$ cat src/rtl/ln_pkg.sv
// Shared definitions for the LN statistics datapath.
// Holds the accumulator width derivations, the saturation helpers and the
// fractional-bit count of the channel reciprocal.
package ln_pkg;

    localparam int unsigned RECIP_FRAC = 16;

    // Signed channel-sum accumulator width.
    function automatic int unsigned sum_w(input int unsigned dat_dw, input int unsigned log2_ch);
        return dat_dw + log2_ch;
    endfunction

    // Unsigned channel square-sum accumulator width.
    function automatic int unsigned sq_w(input int unsigned dat_dw, input int unsigned log2_ch);
        return 2 * dat_dw + log2_ch;
    endfunction

    // Clamp a signed value into the signed range of w bits (w < 64).
    function automatic logic signed [63:0] sat_signed(input logic signed [63:0] x,
                                                      input int unsigned w);
        logic signed [63:0] hi;
        logic signed [63:0] lo;
        hi = (64'sd1 <<< (w - 1)) - 64'sd1;
        lo = -hi - 64'sd1;
        if (x > hi) begin
            return hi;
        end else if (x < lo) begin
            return lo;
        end
        return x;
    endfunction

    // Clamp an unsigned value into the unsigned range of w bits (w < 64).
    function automatic logic [63:0] sat_unsigned(input logic [63:0] x, input int unsigned w);
        logic [63:0] hi;
        hi = (64'd1 << w) - 64'd1;
        return (x > hi) ? hi : x;
    endfunction

endpackage

$ cat src/rtl/ln_stat_pipe.sv
// Three-stage mean/variance pipe.
//   P1: scale the totals by the channel reciprocal (mean estimate, E[x^2]).
//   P2: saturate the mean to DAT_DW, square it.
//   P3: variance = E[x^2] - mean^2, clamped at 0 and saturated to 2*DAT_DW.
// Ports: clk, rst_n (sync, active-low), flush (drops everything in flight),
//        in_vld/in_last/sum_t/sq_t/recip (totals of a token's final beat),
//        mean/variance/out_vld/out_last (registered results, 3 cycles later).
module ln_stat_pipe
    import ln_pkg::*;
#(
    parameter int unsigned DAT_DW     = 16,
    parameter int unsigned SUM_W      = 28,
    parameter int unsigned SQ_W       = 44,
    parameter int unsigned RECIP_W    = 17,
    parameter int unsigned RECIP_FRAC = 16
) (
    input  logic                    clk,
    input  logic                    rst_n,
    input  logic                    flush,
    input  logic                    in_vld,
    input  logic                    in_last,
    input  logic signed [SUM_W-1:0] sum_t,
    input  logic [SQ_W-1:0]         sq_t,
    input  logic [RECIP_W-1:0]      recip,
    output logic [DAT_DW-1:0]       mean,
    output logic [2*DAT_DW-1:0]     variance,
    output logic                    out_vld,
    output logic                    out_last
);

    // Full product widths; the reciprocal is unsigned, so one guard bit keeps it positive.
    localparam int unsigned MP_W = SUM_W + RECIP_W + 1;
    localparam int unsigned EP_W = SQ_W + RECIP_W;

    logic signed [MP_W-1:0]     m_prod;
    logic [EP_W-1:0]            e_prod;
    logic signed [MP_W-1:0]     m_raw_q;
    logic [EP_W-1:0]            e2_1_q;
    logic                       vld1_q, last1_q;

    logic [DAT_DW-1:0]          m_c;
    logic signed [2*DAT_DW-1:0] m_ext;
    logic [2*DAT_DW-1:0]        msq_c;
    logic [DAT_DW-1:0]          m_q;
    logic [2*DAT_DW-1:0]        msq_q;
    logic [EP_W-1:0]            e2_2_q;
    logic                       vld2_q, last2_q;

    logic [EP_W-1:0]            msq_ext;
    logic [EP_W-1:0]            diff;
    logic [2*DAT_DW-1:0]        v_c;

    always_comb begin
        m_prod = $signed({{(MP_W-SUM_W){sum_t[SUM_W-1]}}, sum_t})
               * $signed({{(MP_W-RECIP_W){1'b0}}, recip});
        e_prod = {{(EP_W-SQ_W){1'b0}}, sq_t} * {{(EP_W-RECIP_W){1'b0}}, recip};
    end

    always_comb begin
        m_c   = DAT_DW'(sat_signed({{(64-MP_W){m_raw_q[MP_W-1]}}, m_raw_q}, DAT_DW));
        m_ext = {{DAT_DW{m_c[DAT_DW-1]}}, m_c};
        msq_c = m_ext * m_ext;
    end

    always_comb begin
        msq_ext = {{(EP_W-2*DAT_DW){1'b0}}, msq_q};
        diff    = '0;
        v_c     = '0;
        if (e2_2_q >= msq_ext) begin
            diff = e2_2_q - msq_ext;
            v_c  = (2*DAT_DW)'(sat_unsigned({{(64-EP_W){1'b0}}, diff}, 2 * DAT_DW));
        end
    end

    always_ff @(posedge clk) begin
        if (!rst_n) begin
            m_raw_q  <= '0;
            e2_1_q   <= '0;
            vld1_q   <= 1'b0;
            last1_q  <= 1'b0;
            m_q      <= '0;
            msq_q    <= '0;
            e2_2_q   <= '0;
            vld2_q   <= 1'b0;
            last2_q  <= 1'b0;
            mean     <= '0;
            variance <= '0;
            out_vld  <= 1'b0;
            out_last <= 1'b0;
        end else begin
            m_raw_q  <= m_prod >>> RECIP_FRAC;
            e2_1_q   <= e_prod >> RECIP_FRAC;
            last1_q  <= in_last;
            m_q      <= m_c;
            msq_q    <= msq_c;
            e2_2_q   <= e2_1_q;
            last2_q  <= last1_q;
            mean     <= m_q;
            variance <= v_c;
            out_last <= last2_q;
            vld1_q   <= in_vld & ~flush;
            vld2_q   <= vld1_q & ~flush;
            out_vld  <= vld2_q & ~flush;
        end
    end

endmodule

$ cat src/rtl/ln_mean_var_acc.sv
// Stage-2 LN accumulator: sums per-beat partial sums / square-sums across all
// channel groups of each token in a W burst, then emits the token's mean and
// variance through ln_stat_pipe.
// Ports: clk, rst_n (sync, active-low), start (new-layer clear), recip_ch,
//        dat_sum/dat_square_sum/dat_sum_vld with burst/group markers
//        Stripe_loop_end/CH_max_now/CH_Stripe_loop_end, results mean/variance
//        with stat_vld/stat_last, and sticky proto_err.
module ln_mean_var_acc
    import ln_pkg::*;
#(
    parameter int unsigned DAT_DW     = 16,
    parameter int unsigned LOG2_TOUT  = 5,
    parameter int unsigned LOG2_CH    = 12,
    parameter int unsigned BURST_LEN  = 16,
    parameter int unsigned RECIP_W    = 17,
    parameter int unsigned RECIP_FRAC = ln_pkg::RECIP_FRAC
) (
    input  logic                            clk,
    input  logic                            rst_n,
    input  logic                            start,
    input  logic [RECIP_W-1:0]              recip_ch,
    input  logic signed [DAT_DW+LOG2_TOUT-1:0] dat_sum,
    input  logic                            dat_sum_vld,
    input  logic [2*DAT_DW+LOG2_TOUT-1:0]   dat_square_sum,
    input  logic                            Stripe_loop_end,
    input  logic                            CH_max_now,
    input  logic                            CH_Stripe_loop_end,
    output logic [DAT_DW-1:0]               mean,
    output logic [2*DAT_DW-1:0]             variance,
    output logic                            stat_vld,
    output logic                            stat_last,
    output logic                            proto_err
);

    localparam int unsigned SUM_W = sum_w(DAT_DW, LOG2_CH);
    localparam int unsigned SQ_W  = sq_w(DAT_DW, LOG2_CH);
    localparam int unsigned IN_W  = DAT_DW + LOG2_TOUT;
    localparam int unsigned IDX_W = (BURST_LEN > 1) ? $clog2(BURST_LEN) : 1;
    localparam logic [IDX_W-1:0] LAST_IDX = IDX_W'(BURST_LEN - 1);

    logic signed [SUM_W-1:0] sum_mem [BURST_LEN];
    logic [SQ_W-1:0]         sq_mem  [BURST_LEN];

    logic [IDX_W-1:0]        tok_idx;
    logic                    first_grp;
    logic                    beat;
    logic signed [SUM_W-1:0] sum_t;
    logic [SQ_W-1:0]         sq_t;

    // start wins over a coincident beat.
    assign beat = dat_sum_vld & ~start;

    // The first channel group ignores stale array contents instead of clearing them.
    always_comb begin
        sum_t = (first_grp ? '0 : sum_mem[tok_idx])
              + {{(SUM_W-IN_W){dat_sum[IN_W-1]}}, dat_sum};
        sq_t  = (first_grp ? '0 : sq_mem[tok_idx])
              + {{(SQ_W-2*DAT_DW-LOG2_TOUT){1'b0}}, dat_square_sum};
    end

    always_ff @(posedge clk) begin
        if (beat) begin
            sum_mem[tok_idx] <= sum_t;
            sq_mem[tok_idx]  <= sq_t;
        end
    end

    always_ff @(posedge clk) begin
        if (!rst_n || start) begin
            tok_idx   <= '0;
            first_grp <= 1'b1;
            proto_err <= 1'b0;
        end else if (dat_sum_vld) begin
            if (Stripe_loop_end || tok_idx == LAST_IDX) begin
                tok_idx <= '0;
            end else begin
                tok_idx <= tok_idx + 1'b1;
            end
            if (CH_Stripe_loop_end) begin
                first_grp <= 1'b1;
            end else if (Stripe_loop_end) begin
                first_grp <= 1'b0;
            end
            if ((tok_idx == LAST_IDX && !Stripe_loop_end) ||
                (CH_Stripe_loop_end && !CH_max_now)) begin
                proto_err <= 1'b1;
            end
        end
    end

    ln_stat_pipe #(
        .DAT_DW     (DAT_DW),
        .SUM_W      (SUM_W),
        .SQ_W       (SQ_W),
        .RECIP_W    (RECIP_W),
        .RECIP_FRAC (RECIP_FRAC)
    ) u_pipe (
        .clk      (clk),
        .rst_n    (rst_n),
        .flush    (start),
        .in_vld   (beat & CH_max_now),
        .in_last  (Stripe_loop_end),
        .sum_t    (sum_t),
        .sq_t     (sq_t),
        .recip    (recip_ch),
        .mean     (mean),
        .variance (variance),
        .out_vld  (stat_vld),
        .out_last (stat_last)
    );

endmodule
$ cat config.mk
export PLATFORM = sky130hd
export DESIGN_NAME = ln_mean_var_acc
export DESIGN_NICKNAME = d
export VERILOG_FILES = /design/src/rtl/ln_pkg.sv /design/src/rtl/ln_stat_pipe.sv /design/src/rtl/ln_mean_var_acc.sv
export SDC_FILE = /design/constraint.sdc
export NUM_CORES = 2
export LEC_CHECK = 0
export CORE_UTILIZATION = 33
export DETAILED_ROUTE_END_ITERATION = 10
export MAX_ROUTING_LAYER = met4
export PLACE_DENSITY = 0.52
export SETUP_SLACK_MARGIN = 0.05
export SLEW_MARGIN = 15
export SYNTH_ARGS = -nofsm -noshare
export SYNTH_HDL_FRONTEND = slang
export SYNTH_SLANG_ARGS = --single-unit
$ cat constraint.sdc
create_clock -name clk -period 36.1 [get_ports clk]
set_input_delay 7.22 -clock clk [delete_from_list [all_inputs] [get_ports clk]]
set_output_delay 7.22 -clock clk [all_outputs]
set_load 0.01 [all_outputs]
# Word-level counts from Yosys, hierarchy flattened
# Memory sizes are Yosys's and may differ from the RTL's. A register that Yosys moved wholly into a read port is not among the register bits.
# Index checks and enable logic that the tools add are counted.
# op_classes
n_addsub	4
n_mul	3
div	0
order_cmp	4
eq_ne	1
shift	0
mux	17
bitwise_logic	6
reduce_logical	12
# ops
cell	n
$ge 61x32->1	1
$gt 61x32->1 const B	1
$mul 44x17->61	1
$sub 61x32->61	1
$mux 16	3
$mul 28x18->46	1
$add 44x37->44	1
$mux 44	1
$mul 16x16->32	1
$mux 32	1
$gt 30x16->1 const B	1
$lt 30x16->1 const B	1
$add 28x28->28	1
$mux 28	1
$mux 4	5
$mux 1	6
$reduce_and 2->1	3
$and 1x1->1	5
$add 4x1->4 const B	1
$eq 4x4->1 const B	1
$logic_not 1->1	3
$logic_or 1x1->1	3
$logic_and 1x1->1	2
$reduce_bool 2->1	1
$not 1->1	1
# totals
ff_bits	260
latchBits	0
ramBits	1152
romBits	0
out_inout_bits	51
word_cells	66
memories	2
# mem_list
name	words	word_bits	read_ports	rd_clocked_by_memory_dff	wr	line	source
sq_mem	16	44	1	1	1	ln_mean_var_acc.sv:42	logic [SQ_W-1:0] sq_mem [BURST_LEN];
sum_mem	16	28	1	1	1	ln_mean_var_acc.sv:41	logic signed [SUM_W-1:0] sum_mem [BURST_LEN];

# Depth between registers and ports, before layout
# logic_depth
ltp_word	5
mapped_depth	47

# Cells and area by module
# From an unflattened synthesis, not the netlist that was laid out.
# hier_totals
hier_cells	8382
hier_area_um2	102773.6
# modules_own_cells
mod	n_inst	cells_each	area_each_um2
ln_stat_pipe	1	6173	55110.4
ln_mean_var_acc	1	2209	47663.2

# Worst setup path before layout
# No wires, ideal clock.
# synth_path
path_kind	input to register
startpoint	input dat_square_sum[0]
endpoint	register u_pipe.e2_1_q[43]
setup_time_ps	69
arrival_time_ps	15950
required_ps	36031
path_slack_ps	20081
stages	34
n_path_buf	1
path_cell_list	ha_1 -> fa_1 -> a21o_1 -> a21oi_1 -> o21bai_1 -> a21oi_1 -> o221a_2 -> or2_2 -> a21oi_1 -> a21oi_1 -> o21ai_0 -> a21oi_1 -> xnor2_1 -> clkbuf_1 -> nand2_1 -> fa_1 -> fa_1 -> fa_1 -> inv_1 -> fa_1 -> fa_1 -> inv_1 -> fa_1 -> inv_1 -> ha_1 -> nand2_1 -> or3_1 -> o2111ai_2 -> a21oi_1 -> o41ai_4 -> a31oi_1 -> o41ai_2 -> or4b_1 -> o21ai_1
# synth_via
elab_chain_len	2
# synth_lines
element	line	source
start, declared	ln_mean_var_acc.sv:24	input logic [2*DAT_DW+LOG2_TOUT-1:0] dat_square_sum,
$add 44x37->44	ln_mean_var_acc.sv:58	+ {{(SQ_W-2*DAT_DW-LOG2_TOUT){1'b0}}, dat_square_sum};
via sq_t[24]	ln_mean_var_acc.sv:48	logic [SQ_W-1:0] sq_t;
$mul 44x17->61	ln_stat_pipe.sv:56	e_prod = {{(EP_W-SQ_W){1'b0}}, sq_t} * {{(EP_W-RECIP_W){1'b0}}, recip};
end signal, assigned	ln_stat_pipe.sv:92	e2_1_q <= e_prod >> RECIP_FRAC;
end, declared	ln_stat_pipe.sv:38	logic [EP_W-1:0] e2_1_q;
# The timed path passes the listed nets, and every way through them passes these cells.
# A chain may end at the register's enable or synchronous reset.

# Worst setup path after layout
# layout_path
startpoint	input dat_square_sum[1]
endpoint	register u_pipe.e2_1_q[37]
# layout_via
elab_chain_len	2
# layout_lines
element	line
$add 44x37->44	ln_mean_var_acc.sv:58
$mul 44x17->61	ln_stat_pipe.sv:56
# Every way passes these cells.

==> flow_summary.html <==
<table>
<tr><th>Metric</th><th>Value</th></tr>
<tr><th colspan="2">Outcome</th></tr>
<tr><td>Run status</td><td>finished, final reports clean</td></tr>
<tr><th colspan="2">Logic synthesis</th></tr>
<tr><td>Net count of the mapped netlist</td><td>10360</td></tr>
<tr><td>Dominant cells by area after synthesis</td><td>edfxtp_1 (33%), fa_1 (26%), mux4_2 (7.8%)</td></tr>
<tr><td>Share of the synthesized area in the top cell type</td><td>33.47%</td></tr>
<tr><td>Synth unique cells</td><td>88</td></tr>
<tr><td>Count of synthesis-stage warnings from yosys</td><td>0</td></tr>
<tr><td>Mapped cell area</td><td>0.1033 mm^2</td></tr>
<tr><td>Gate count of the mapped netlist</td><td>8528</td></tr>
<tr><td>Async set-or-reset flop fraction in the synthesized netlist</td><td>0%</td></tr>
<tr><td>Part of the Yosys area used for sequential elements</td><td>37.93%</td></tr>
<tr><td>Register bit count reported by yosys</td><td>1382</td></tr>
<tr><td>Number of synthesized flops with an enable pin</td><td>1152</td></tr>
<tr><td>Cell taking the most area after synthesis</td><td>edfxtp_1</td></tr>
<tr><td>Ys flop type</td><td>edfxtp_1</td></tr>
<tr><td>Synth Area per Inst</td><td>12.12 um^2</td></tr>
<tr><th colspan="2">Route</th></tr>
<tr><td>Violation count after the first detailed-route iteration</td><td>4746</td></tr>
<tr><td>DRC violation count after routing</td><td>0</td></tr>
<tr><td>Detailed Routing Iterations Pass 1</td><td>6</td></tr>
<tr><td>Number of vias after detailed routing</td><td>64470</td></tr>
<tr><td>Routed len/inst</td><td>22.49 um</td></tr>
<tr><td>Count of antenna-violating nets left after detailed routing</td><td>0</td></tr>
<tr><td>Drt via density</td><td>5.013</td></tr>
<tr><td>Overall routed net length</td><td>289.2 mm</td></tr>
<tr><th colspan="2">Floorplanning</th></tr>
<tr><td>Number of placement rows</td><td>205</td></tr>
<tr><td>Horizontal extent of the die</td><td>561.6 um</td></tr>
<tr><td>Vertical extent of the die</td><td>561.6 um</td></tr>
<tr><td>Initial standard-cell utilization of the core</td><td>33.16%</td></tr>
<tr><td>Floorplan core area</td><td>0.3116 mm^2</td></tr>
<tr><td>Number of primary I/O pins</td><td>133</td></tr>
<tr><td>Die footprint</td><td>0.3154 mm^2</td></tr>
<tr><th colspan="2">CTS</th></tr>
<tr><td>Number of buffers between clock root and the deepest sink</td><td>4</td></tr>
<tr><td>Hold buffer count at CTS</td><td>0</td></tr>
<tr><td>Worst-skew pair later-pin latency</td><td>0.87 ns</td></tr>
<tr><td>Total clock sinks</td><td>1382</td></tr>
<tr><td>Number of clock buffers inserted by TritonCTS</td><td>160</td></tr>
<tr><td>Clock-pin slew reported for the worst setup and hold paths after clock tree synthesis</td><td>0.06 ns</td></tr>
<tr><td>PostCTS Resize Cnt</td><td>0</td></tr>
<tr><td>Maximum level of the CTS H-tree</td><td>4</td></tr>
<tr><td>Root buf cell</td><td>clkbuf_16</td></tr>
<tr><td>Post-CTS Repair Setup Buffers</td><td>0</td></tr>
<tr><td>Clock tree from TritonCTS</td><td>done</td></tr>
<tr><th colspan="2">Place</th></tr>
<tr><td>Total instance count after detailed placement</td><td>12580</td></tr>
<tr><td>Placer's final routability congestion estimate</td><td>0.8829</td></tr>
<tr><td>Dpl hpwl</td><td>196.9 mm</td></tr>
<tr><td>Worst slack at placement</td><td>17.83 ns</td></tr>
<tr><td>Port Buf Inserts</td><td>132</td></tr>
<tr><th colspan="2">Setup path</th></tr>
<tr><td>Most frequent cell on the critical path</td><td>fa_1</td></tr>
<tr><td>Capturing element type of the critical path</td><td>flop</td></tr>
<tr><td>Maximum fanout encountered on the critical timing path</td><td>17</td></tr>
<tr><td>Critical-path top delay cell</td><td>o211ai_1</td></tr>
<tr><td>Crit-path max cell delay</td><td>0.70 ns</td></tr>
<tr><td>Data arrival time at the worst-slack endpoint</td><td>18.05 ns</td></tr>
<tr><td>CP Data Required Time</td><td>36.71 ns</td></tr>
<tr><td>Crit path launch type</td><td>primary input</td></tr>
<tr><td>Start-to-end type of the worst setup path</td><td>in2reg</td></tr>
<tr><th colspan="2">GRT</th></tr>
<tr><td>Initial antenna violation count</td><td>13</td></tr>
<tr><td>First-pass GRT wire length</td><td>442.4 mm</td></tr>
<tr><td>Overflow after GRT</td><td>0</td></tr>
<tr><td>Gr usage total</td><td>19.12%</td></tr>
<tr><td>Largest net degree at the start of global routing</td><td>138</td></tr>
<tr><td>Vias in the first global route</td><td>69810</td></tr>
<tr><th colspan="2">Timing</th></tr>
<tr><td>Final TNS setup</td><td>0 ns</td></tr>
<tr><td>Setup repair after global routing missed its margin</td><td>false</td></tr>
<tr><td>Max transition margin</td><td>20.21%</td></tr>
<tr><td>Setup-violating endpoint count in the final report</td><td>0</td></tr>
<tr><td>Least setup slack across all paths after layout</td><td>18.67 ns</td></tr>
<tr><td>Fin. max-slew vios</td><td>0</td></tr>
<tr><td>Peak clock frequency supported by timing</td><td>57.36 MHz</td></tr>
<tr><td>Final Skew</td><td>0.1201 ns</td></tr>
<tr><td>Final number of hold-violating endpoints</td><td>0</td></tr>
<tr><td>Actual transition at the worst max-transition pin</td><td>1.197 ns</td></tr>
<tr><td>Ratio of final minimum period to clock period</td><td>48.29%</td></tr>
<tr><td>Clock period minus final worst setup slack</td><td>17.43 ns</td></tr>
<tr><th colspan="2">Finish</th></tr>
<tr><td>Fraction of layout instances using a drive strength above 1</td><td>10.33%</td></tr>
<tr><td>Filler cell count in the final layout</td><td>30270</td></tr>
<tr><td>Post-route non-filler standard cell count</td><td>12860</td></tr>
<tr><td>Area growth from synthesis to layout</td><td>11.29%</td></tr>
<tr><td>Register area</td><td>0.03922 mm^2</td></tr>
<tr><td>Final #Nets</td><td>10430</td></tr>
<tr><td>Multi-input gate area</td><td>0.05706 mm^2</td></tr>
<tr><th colspan="2">Min path</th></tr>
<tr><td>Worst hold path type</td><td>reg2reg</td></tr>
<tr><th colspan="2">Job</th></tr>
<tr><td>Max capacitance violation total</td><td>0</td></tr>
</table>
==> worst paths after layout <==
kind	from	end	slack, ns	depth (start not counted)
setup / recovery	dat_square_sum[1]	u_pipe.e2_1_q[37]	18.67	34
hold / removal	u_pipe.vld1_q	u_pipe.vld2_q	0.43	1
setup reg to reg	flop	u_pipe.m_raw_q[26]	22.20	41
hold reg to reg	u_pipe.vld1_q	u_pipe.vld2_q	0.43	1
==> layout make-up <==
cell class | instances | area share (%)
Timing Repair Buffer | 278 | 2.058
Sequential cell | 1382 | 34.10
Clock buffer | 201 | 3.725
Clock inverter | 78 | 0.6157
Inverter | 1648 | 5.381
Multi-Input combinational cell | 5129 | 49.61
Tap cell | 4140 | 4.504
Antenna cell | 4 | 0.008703
==> layout by cell type (no fill, tap or decap), types with 51 or more instances in the layout <==
cell | netlist | final
mux4_2 | 358 | 358
nand2_1 | 980 | 980
nor2b_1 | 130 | 129
clkdlybuf4s50_1 | 0 | 114
nand3_1 | 51 | 51
a21oi_1 | 208 | 206
buf_4 | 1 | 144
and2_1 | 516 | 500
inv_1 | 1641 | 1640
fa_1 | 1327 | 1327
dfxtp_1 | 230 | 225
o21ai_0 | 88 | 88
a21o_1 | 110 | 110
xor2_1 | 71 | 57
nor2_1 | 263 | 260
xnor2_1 | 136 | 93
clkbuf_16 | 0 | 164
edfxtp_1 | 1152 | 1152
ha_1 | 423 | 423
==> flip-flops by register name, indices dropped and copies added (netlist names), 4 cells and up, named ones only <==
signal / count
sq_mem: 704
sum_mem: 448
tok_idx: 4
u_pipe.e2_1_q: 45
u_pipe.e2_2_q: 45
u_pipe.m_q: 15
u_pipe.m_raw_q: 30
u_pipe.mean: 16
u_pipe.msq_q: 31
u_pipe.variance: 32
==> critical path: cells and delay by family <==
kind | cells | cell delay, ns
buffers and inverters | 5 | 0.99
AOI/OAI and AO/OA | 13 | 4.12
and+or+nand+nor | 6 | 1.24
adders and majority gates | 8 | 3.65
xor gates and xnor gates | 2 | 0.79
==> cells in the mapped netlist (all sizes together), types with 105 or more instances <==
master and number:
a21o 110, fa 1327, ha 423, edfxtp 1152
xnor2 136, nor2b 130, mux4 358, nand2 980
and2 516, inv 1641, a21oi 240, o21ai 105
nor2 263, clkbuf 312, dfxtp 230
==> layer usage <==
metal  up-vias  routed length (um)  global-route usage [%]  part of all wire [%]
met1     34360              129800                   26.05                    45
met2      1978              136200                   30.51                    47
li1      27800                   -                       -                     -
met3       337               17870                   2.766                   6.2
met4         0                5354                   3.716                   1.9
met5         -                   0                       -                     0
==> stage by stage <==
step	utilization [%]	instance area (um^2)	hold WS, ns
after detailed placement	35.30	110000	0.4144
after global placement	35.30	110000	0.4106
after floorplan	-	103300	0.4057
final	36.91	115000	0.4260
after global routing	36.90	115000	0.4363
after CTS	36.90	115000	0.4302
==> kinds of logic after synthesis <==
logic type | after synthesis | synth area share (%)
buffers and inverters | 2017 | 7.378
adders and majority gates | 1750 | 30.83
AOI/OAI and AO/OA | 640 | 4.097
muxes | 366 | 7.880
xor gates and xnor gates | 207 | 1.754
DFF | 1382 | 37.93
and+or+nand+nor | 2166 | 10.14
Power is left out: the tool's default activity adds up to more than one toggle a clock period on the data nets, which glitch-free logic cannot reach.
